===== src/rtl/decryption_router_pkg.sv =====
// Shared definitions for the decryption router slice:
// target encodings, default end-of-message token and pop-side FSM states.
package decryption_router_pkg;

    localparam logic [1:0] SEL_CAESAR  = 2'd0;
    localparam logic [1:0] SEL_SCYTALE = 2'd1;
    localparam logic [1:0] SEL_ZIGZAG  = 2'd2;
    localparam logic [1:0] SEL_INVALID = 2'd3;

    localparam logic [7:0] DEFAULT_TOKEN = 8'hFA;

    // Cycles spent in WAIT_HI without target busy before giving up
    localparam int TIMEOUT_CYCLES = 4;

    typedef enum logic [1:0] {
        SEND,
        WAIT_HI,
        WAIT_LO
    } state_t;

endpackage


===== src/rtl/decryption_router_fifo.sv =====
// Synchronous FIFO with occupancy count; pushes on a full FIFO are
// discarded, pops on an empty FIFO are ignored.
module sync_fifo #(
    parameter int WIDTH = 10,
    parameter int DEPTH = 16
) (
    input  logic                     clk,
    input  logic                     rst_n,
    input  logic                     push_i,
    input  logic [WIDTH-1:0]         wdata_i,
    input  logic                     pop_i,
    output logic [WIDTH-1:0]         rdata_o,
    output logic                     full_o,
    output logic                     empty_o,
    output logic [$clog2(DEPTH):0]   count_o
);

    localparam int AW = $clog2(DEPTH);
    localparam int CW = AW + 1;
    localparam logic [CW-1:0] FULL_CNT = CW'(DEPTH);

    logic [WIDTH-1:0] mem_q [DEPTH];
    logic [AW-1:0]    wptr_q, rptr_q;
    logic [CW-1:0]    count_q;
    logic             do_push, do_pop;

    assign full_o  = (count_q == FULL_CNT);
    assign empty_o = (count_q == '0);
    assign count_o = count_q;
    assign rdata_o = mem_q[rptr_q];

    assign do_push = push_i && !full_o;
    assign do_pop  = pop_i && !empty_o;

    // Storage array; stale contents are harmless once pointers reset
    always_ff @(posedge clk) begin
        if (do_push) begin
            mem_q[wptr_q] <= wdata_i;
        end
    end

    // Pointers wrap naturally at the power-of-two depth
    always_ff @(posedge clk) begin
        if (!rst_n) begin
            wptr_q  <= '0;
            rptr_q  <= '0;
            count_q <= '0;
        end else begin
            if (do_push) wptr_q <= wptr_q + 1'b1;
            if (do_pop)  rptr_q <= rptr_q + 1'b1;
            unique case ({do_push, do_pop})
                2'b10:   count_q <= count_q + 1'b1;
                2'b01:   count_q <= count_q - 1'b1;
                default: count_q <= count_q;
            endcase
        end
    end

endmodule


===== src/rtl/decryption_router.sv =====
// Buffers tagged characters and routes them to one of three decryptors,
// pausing after each end-of-message token until the target reacts.
module decryption_router
    import decryption_router_pkg::*;
#(
    parameter int D_WIDTH = 8,
    parameter int FIFO_DEPTH = 16,
    parameter logic [D_WIDTH-1:0] START_DECRYPTION_TOKEN =
        D_WIDTH'(DEFAULT_TOKEN)
) (
    input  logic               clk,
    input  logic               rst_n,
    input  logic [D_WIDTH-1:0] data_i,
    input  logic               valid_i,
    input  logic [1:0]         select,
    input  logic               busy0_i,
    input  logic               busy1_i,
    input  logic               busy2_i,
    output logic [D_WIDTH-1:0] data0_o,
    output logic [D_WIDTH-1:0] data1_o,
    output logic [D_WIDTH-1:0] data2_o,
    output logic               valid0_o,
    output logic               valid1_o,
    output logic               valid2_o,
    output logic               busy_o,
    output logic               drop_o
);

    localparam int EW = D_WIDTH + 2;
    localparam int CW = $clog2(FIFO_DEPTH) + 1;
    localparam logic [CW-1:0] HI_CNT = CW'(FIFO_DEPTH - 1);
    localparam logic [1:0] TMO_LAST = 2'(TIMEOUT_CYCLES - 1);

    logic [EW-1:0]      head;
    logic [1:0]         head_sel;
    logic [D_WIDTH-1:0] head_data;
    logic               full, empty;
    logic [CW-1:0]      count;
    logic               push, pop;
    logic [3:0]         busy_vec;

    state_t state_q, state_d;
    logic [1:0] tgt_q, tgt_d;
    logic [1:0] tmo_q, tmo_d;
    logic [2:0] valid_q, valid_d;
    logic [2:0][D_WIDTH-1:0] data_q, data_d;
    logic drop_q, drop_d;

    assign head_sel  = head[EW-1 -: 2];
    assign head_data = head[D_WIDTH-1:0];
    assign busy_vec  = {1'b0, busy2_i, busy1_i, busy0_i};

    assign push   = valid_i && (select != SEL_INVALID);
    assign drop_d = valid_i && ((select == SEL_INVALID) || full);

    sync_fifo #(
        .WIDTH (EW),
        .DEPTH (FIFO_DEPTH)
    ) u_fifo (
        .clk     (clk),
        .rst_n   (rst_n),
        .push_i  (push),
        .wdata_i ({select, data_i}),
        .pop_i   (pop),
        .rdata_o (head),
        .full_o  (full),
        .empty_o (empty),
        .count_o (count)
    );

    // Pop-side FSM: deliver head when its target is idle, hold after tokens
    always_comb begin
        state_d = state_q;
        tgt_d   = tgt_q;
        tmo_d   = tmo_q;
        pop     = 1'b0;
        unique case (state_q)
            SEND: begin
                if (!empty && !busy_vec[head_sel]) begin
                    pop = 1'b1;
                    if (head_data == START_DECRYPTION_TOKEN) begin
                        state_d = WAIT_HI;
                        tgt_d   = head_sel;
                        tmo_d   = '0;
                    end
                end
            end
            WAIT_HI: begin
                if (busy_vec[tgt_q]) begin
                    state_d = WAIT_LO;
                end else if (tmo_q == TMO_LAST) begin
                    state_d = SEND;
                end else begin
                    tmo_d = tmo_q + 1'b1;
                end
            end
            WAIT_LO: begin
                if (!busy_vec[tgt_q]) state_d = SEND;
            end
            default: state_d = SEND;
        endcase
    end

    // Output demux: only the popped entry's target sees data and a strobe
    always_comb begin
        valid_d = '0;
        data_d  = '0;
        if (pop) begin
            unique case (head_sel)
                SEL_CAESAR: begin
                    valid_d[0] = 1'b1;
                    data_d[0]  = head_data;
                end
                SEL_SCYTALE: begin
                    valid_d[1] = 1'b1;
                    data_d[1]  = head_data;
                end
                SEL_ZIGZAG: begin
                    valid_d[2] = 1'b1;
                    data_d[2]  = head_data;
                end
                default: ;
            endcase
        end
    end

    // State, timeout and registered outputs
    always_ff @(posedge clk) begin
        if (!rst_n) begin
            state_q <= SEND;
            tgt_q   <= '0;
            tmo_q   <= '0;
            valid_q <= '0;
            data_q  <= '0;
            drop_q  <= 1'b0;
        end else begin
            state_q <= state_d;
            tgt_q   <= tgt_d;
            tmo_q   <= tmo_d;
            valid_q <= valid_d;
            data_q  <= data_d;
            drop_q  <= drop_d;
        end
    end

    assign valid0_o = valid_q[0];
    assign valid1_o = valid_q[1];
    assign valid2_o = valid_q[2];
    assign data0_o  = data_q[0];
    assign data1_o  = data_q[1];
    assign data2_o  = data_q[2];
    assign drop_o   = drop_q;
    assign busy_o   = (count >= HI_CNT);

endmodule


===== config.mk =====
export PLATFORM = sky130hd
export DESIGN_NAME = decryption_router
export DESIGN_NICKNAME = d
export VERILOG_FILES = /design/src/rtl/decryption_router_pkg.sv /design/src/rtl/decryption_router_fifo.sv /design/src/rtl/decryption_router.sv
export SDC_FILE = /design/constraint.sdc
export NUM_CORES = 1
export LEC_CHECK = 0
export ABC_CLOCK_PERIOD_IN_PS = 3690
export BUFFER_PORTS_ARGS = -buffer_cell sky130_fd_sc_hd__buf_2
export CORE_MARGIN = 5
export CORE_UTILIZATION = 50
export CTS_BUF_LIST = sky130_fd_sc_hd__clkbuf_8
export DETAILED_ROUTE_END_ITERATION = 10
export HOLD_SLACK_MARGIN = 0.05
export PLACE_DENSITY = 0.7
export SYNTH_ARGS = -nofsm -noshare
export SYNTH_HDL_FRONTEND = slang
export SYNTH_SLANG_ARGS = --single-unit

===== constraint.sdc =====
create_clock -name clk -period 3.69 [get_ports clk]
set_input_delay 0.369 -clock clk [delete_from_list [all_inputs] [get_ports clk]]
set_output_delay 0.369 -clock clk [all_outputs]
set_load 0.005 [all_outputs]

==> run summary, run 1 <==
outcome: completed
port buffer count: 44
NumNets Final: 579
Static Leak: 3.39 nW
CP Data Required Time: 4.08 ns
xor/xnor share of the synthesized area: 1.18%
slowest stage cell, crit path: mux4_2
Slew Viols, Final: 0
# rows: 46
Critical Path Max Stage Delay: 0.54 ns
Syn. warnings: 0
CP max FO: 5
Least-Margin Pin Slew: 0.728 ns
cell total after placement: 722
multi-input combinational cell area: 2270 sq um
final setup fails: 0
hold_buf cts: 0
CP Cell Sequence: clkbuf_4 > mux2_1 > mux4_2 > o22ai_1 > o41ai_4 > nand3b_4 > inv_2 > ha_4 > buf_4 > ha_1 > or3_1 > a31o_1 > o2111ai_1 > xnor2_1 > and2_1
post-synthesis compound-gate area fraction: 2.63%
core area: 16000 sq um
Total Wirelength: 16100 um
Initial Util: 51.2%
Top FF cell, synth: edfxtp_1
total global routing track utilization: 16.8%
CTS Root Cell: clkbuf_8
Final Cycle Share: 96.1%
Seq/Total Area, Yosys: 71.1%
placed inst area: 8800 sq um
first-pass GRT wire length: 25200 um
fillers: 1225
DRC: 0
Yosys cell types: 51
Fmax achieved: 0.282 GHz
met3 wire len: 1200 um
CTS tree: done
Clock Tree Buf Depth: 3
IO Pins: 45
H-tree levels: 2
Met1 Routed Length: 6560 um
diode count: 0
Cell Pwr Density: 604 nW/um^2
CP startpoint kind: flop
top sig layer: met4
TritonCTS Sinks: 211
Tmin final: 3.55 ns
WL met2: 7990 um
per-cell routed wire length: 20.3 um
FFs w/ async S/R, synth: 0%
Critical Path AT: 3.93 ns
main combinational cell family by area after synthesis: multiplexers
CTS buffer count: 35
HP Class: in -> reg
chip width: 138 um
# Max-Cap Violations: 0
number of global-route vias before repair: 4489
worst skew pair latency: 0.50 ns
Final Non-Filler Cells: 795
Yosys top cell area share: 58.6%
Final Hold Fails: 0
clk slew on worst S/H paths: 0.06 ns
total power: 0.00578 W
Final HPWL DP: 10300 um
initial antenna violation count: 0
Post-synth EDFFs: 160
drt first pass iters: 5
total congestion overflow: 0
1st-iter DRT viols: 366
sequential cell area: 5830 sq um
post-synthesis mux area share: 14.5%
Crit Path Category: reg -> reg
post-synthesis cell area: 8200 sq um
total die area: 19100 sq um
most area-consuming cells after synthesis: edfxtp_1 59%, mux4_2 13%, dfxtp_1 12%, and2_1 2.7%, ha_1 1.4%
post-synthesis simple-gate area fraction: 7.71%
vias per inst: 5.43
gate count after technology mapping: 457
crit end category: flop
Design Area, Final: 9580 sq um
area leader, netlist: edfxtp_1
vias: 4317
Die Ht: 138 um
share of cells above drive strength 1: 33.0%
Final Util: 59.9%
Worst slew margin: 51.3%
final antenna-violating net count: 0
post-synth net total: 482
area share of fa/ha/maj cells after synthesis: 1.37%
synth-to-layout area growth: 16.9%
skew final: 0.0240 ns
flops & latches, synth: 211
VDD IR-drop max: 0.000290 V
gpl congestion: 0.827
largest net degree at the start of global routing: 29
average size of a mapped cell: 17.9 sq um
[where the power goes]
part	switching (W)	total [W]	internal, W	leakage, nW
logic	0.000562	0.00115	0.000590	1.16
registers	0.0000671	0.00271	0.00265	1.86
clock network	0.000869	0.00192	0.00105	0.376
total	0.00150	0.00578	0.00429	3.39
[per-layer routing]
| layer | GRT usage (%) | vias up |
|---|---|---|
| met5 | 0 | - |
| met4 | 5.04 | 0 |
| met3 | 4.07 | 38 |
| met2 | 27.6 | 170 |
| met1 | 22.4 | 2143 |
| li1 | - | 1966 |
[cells by family after synthesis]
family	after synthesis
adder cells (fa/ha/maj)	9
AND/OR/NAND/NOR	109
XOR/XNOR	11
buffers and inverters	29
flip-flops	211
AO/OA/AOI/OAI	29
multiplexers	59
[placed cells by master, fill, tap and decap left out, types with 2 or more instances in the layout]
master and count:
a21boi_1 5, a21oi_1 2, a31oi_1 2, and2_1 36
and3_1 2, buf_2 45, buf_4 34, bufinv_16 2
clkbuf_8 36, clkinv_1 7, clkinv_2 5, dfxtp_1 49
dfxtp_4 2, edfxtp_1 160, ha_1 7, inv_1 16
mux2_1 4, mux2_2 4, mux2i_1 4, mux4_2 47
nand2_1 17, nand2b_1 7, nand4_1 4, nor2_1 18
nor2_4 2, nor2b_1 4, nor3_1 5, nor3b_1 2
o21ai_0 4, o21ai_1 4, o22ai_1 2, or3_1 3
xnor2_1 7, xor2_1 3
[timing repair]
action	in CTS	in global routing
buffers inserted	0	11
endpoints found under the setup margin	1	2
pin swaps	0	3
resized for setup	1	7
[registers in the layout (all words and copies together), names as in the netlist, named ones only]
name / cells
drop_o: 1
u_fifo.wptr_q: 4
data1_o: 8
data0_o: 8
u_fifo.rptr_q: 4
data2_o: 8
u_fifo.mem_q: 160
tmo_q: 2
state_q: 2
tgt_q: 2
u_fifo.count_o: 5
valid_q: 3
[worst max-delay path, delay by kind of cell (launching register included)]
kind            cells  cell delay (ns)
buf+inv             3             0.36
flops               1             0.36
simple gates        3             0.64
compound gates      4             0.74
fa+ha+maj           2             0.39
xor+xnor            1             0.08
mux                 2             0.86
[Yosys cell counts, types with 2 or more instances]
master / count
nand4_1: 4
xor2_1: 4
buf_1: 4
mux2_2: 4
xnor2_1: 7
a21boi_1: 5
o21ai_1: 4
mux4_2: 47
or3_1: 3
dfxtp_1: 51
and3_1: 2
nor2_1: 18
edfxtp_1: 160
inv_1: 6
nor2_4: 2
and2_1: 36
o22ai_1: 2
nand2b_1: 7
clkbuf_1: 13
buf_6: 2
nor3_1: 5
ha_1: 9
nand2_1: 17
mux2i_1: 4
nor2b_1: 4
o21ai_0: 4
nor3b_1: 2
a31oi_1: 2
mux2_1: 4
a21oi_1: 2
buf_2: 3
[layout make-up]
| type | count | area share, % |
|---|---|---|
| tap | 216 | 2.82 |
| clock buffer | 36 | 5.17 |
| multi-input combinational | 217 | 23.7 |
| inverter | 7 | 0.274 |
| timing repair buffer | 82 | 5.42 |
| clock inverter | 26 | 1.72 |
| sequential | 211 | 60.9 |
[per-stage QoR]
stage | TNS, ns | hold slack, ns | worst slack, ns
3_3_place_gp | 0 | 0.441 | 0.138
5_1_grt | -0.00261 | 0.108 | -0.00261
6_report | 0 | 0.102 | 0.144
4_1_cts | 0 | 0.0677 | 0.0436
3_5_place_dp | -0.0102 | 0.455 | -0.0102
2_1_floorplan | 0 | 0.432 | 0.0109
[final timing paths]
path	start	to	slack, ns	cells past startpoint
worst max-delay path	flop	u_fifo.count_o[4]	0.14	15
worst min-delay path	valid_i	drop_o	0.10	3
worst max register to register	flop	u_fifo.count_o[4]	0.14	15
worst min register to register	tmo_q[1]	tmo_q[1]	0.48	2
Power figures use the tool's default switching activity.
==> inputs of run 2 (changes only) <==
--- a/config.mk
+++ b/config.mk
@@ -9,7 +9,6 @@
 export BUFFER_PORTS_ARGS = -buffer_cell sky130_fd_sc_hd__buf_2
 export CORE_MARGIN = 5
 export CORE_UTILIZATION = 50
-export CTS_BUF_LIST = sky130_fd_sc_hd__clkbuf_8
 export DETAILED_ROUTE_END_ITERATION = 10
 export HOLD_SLACK_MARGIN = 0.05
 export PLACE_DENSITY = 0.7
==> run summary, run 2 (synthesized netlist as in run 1, its figures left out) <==
outcome: completed
total power: 0.00621 W (+7.3%)
skew final: 0.0124 ns (-0.0116 ns)
RSZ-0062 raised after global routing: no
Fmax achieved: 0.284 GHz (+0.53%)
# Max-Cap Violations: 0 (unchanged)
Final HPWL DP: 10300 um (unchanged)
Final Cycle Share: 95.6% (-0.51 points)
CTS tree: done
NumNets Final: 566 (-2.2%)
TritonCTS Sinks: 211 (unchanged)
CTS buffer count: 22 (-37%)
max FFs per register: 160 (unchanged)
Top reg by flops: u_fifo.mem_q
Placement Setup Slack: -0.0102 ns (unchanged)
Die Ht: 138 um (unchanged)
Crit Path Category: reg -> reg
Worst slew margin: 50.5% (-0.79 points)
drt first pass iters: 4 (-1)
Static Leak: 3.40 nW (+0.36%)
vias per inst: 5.44 (+0.18%)
chip width: 138 um (unchanged)
VDD IR-drop max: 0.000452 V (+56%)
final setup fails: 0 (unchanged)
CP startpoint kind: flop
diode count: 0 (unchanged)
multi-input combinational cell area: 2270 sq um (unchanged)
most common cell after layout, fill and taps aside: edfxtp_1
Tmin final: 3.53 ns (-0.0188 ns)
initial antenna violation count: 0 (unchanged)
1st-iter DRT viols: 359 (-1.9%)
cell total after placement: 722 (unchanged)
final antenna-violating net count: 0 (unchanged)
final worst slack: 0.163 ns (+0.0188 ns)
largest net degree at the start of global routing: 29 (unchanged)
fillers: 1184 (-3.3%)
total global routing track utilization: 16.7% (-0.10 points)
gpl congestion: 0.827 (unchanged)
core area: 16000 sq um (unchanged)
per-cell routed wire length: 20.5 um (+1.3%)
synth-to-layout area growth: 18.7%
worst skew pair latency: 0.50 ns (about the same)
CTS Root Cell: clkbuf_16
Critical Path AT: 3.92 ns (about the same)
Initial Util: 51.2% (unchanged)
crit end category: flop
Clock Tree Buf Depth: 3 (unchanged)
total die area: 19100 sq um (unchanged)
IO Pins: 45 (unchanged)
CP max FO: 5 (unchanged)
vias: 4205 (-2.6%)
Slew Viols, Final: 0 (unchanged)
DRC: 0 (unchanged)
CP Data Required Time: 4.08 ns (about the same)
# rows: 46 (unchanged)
share of cells above drive strength 1: 32.5% (-0.49 points)
Final Hold Fails: 0 (unchanged)
clk slew on worst S/H paths: 0.06 ns (about the same)
HP Class: in -> reg
sequential cell area: 5830 sq um (unchanged)
Final Non-Filler Cells: 773 (-2.8%)
H-tree levels: 1 (-1)
first-pass GRT wire length: 25000 um (-0.58%)
Cell Pwr Density: 638 nW/um^2 (+5.7%)
commonest cells after routing, fill and taps aside: 160 x edfxtp_1, 49 x dfxtp_1, 47 x mux4_2, 45 x buf_2, 36 x and2_1
Least-Margin Pin Slew: 0.739 ns (+0.0118 ns)
port buffer count: 44 (unchanged)
Total Wirelength: 15900 um (-1.5%)
number of global-route vias before repair: 4399 (-2.0%)
total congestion overflow: 0 (unchanged)
==> run 2: cell type report <==
type	instances	area share, %
tap	216	2.78
inverter	7	0.270
clock buffer	33	7.27
timing repair buffer	82	5.34
multi-input combinational	217	23.4
sequential	211	59.9
clock inverter	7	1.03
==> run 2: critical path, stage by stage, from the launching register on <==
cell and delay, ns:
dfxtp_4 0.36, clkbuf_4 0.16, mux2_1 0.32, mux4_2 0.54, o22ai_1 0.29, o41ai_4 0.14, nand3b_4 0.10, inv_2 0.06
ha_4 0.17, buf_4 0.14, ha_1 0.22, or3_1 0.39, a31o_1 0.19, o2111ai_1 0.11, xnor2_1 0.08, and2_1 0.15
==> run 2: layer usage <==
layer	routed length [um]	GRT usage, %	up-vias
met5	0	0	-
met3	1390	3.48	25
met1	6320	22.6	2111
met4	341	4.73	0
met2	7800	27.6	136
li1	-	-	1933
==> run 2: where the power goes <==
part	internal, W	total [W]	switching [W]
clock network	0.00147	0.00235	0.000874
logic	0.000590	0.00115	0.000559
registers	0.00264	0.00271	0.0000660
total	0.00471	0.00621	0.00150
==> run 2: repair_timing <==
action                                  4_1_cts  5_1_grt
hold buffers                                  0        0
buffers inserted                              0       11
resized for setup                             1        7
pin swaps                                     0        3
endpoints found under the setup margin        1        2
==> run 2: final timing paths <==
check | start | to | cells after the start | slack [ns]
worst max-delay path | flop | u_fifo.count_o[4] | 15 | 0.16
worst min-delay path | valid_i | drop_o | 3 | 0.10
worst max register to register | flop | u_fifo.count_o[4] | 15 | 0.16
worst min register to register | tmo_q[1] | tmo_q[1] | 2 | 0.46
==> run 2: through the flow <==
stage | area, sq um | hold WS [ns] | utilization [%] | TNS (ns)
after CTS | 9610 | 0.0819 | 60.1 | 0
after global routing | 9730 | 0.110 | 60.8 | 0
after floorplan | 8210 | 0.432 | - | 0
final | 9730 | 0.101 | 60.8 | 0
after detailed placement | 8800 | 0.455 | 55.0 | -0.0102
after global placement | 8800 | 0.441 | 55.0 | 0
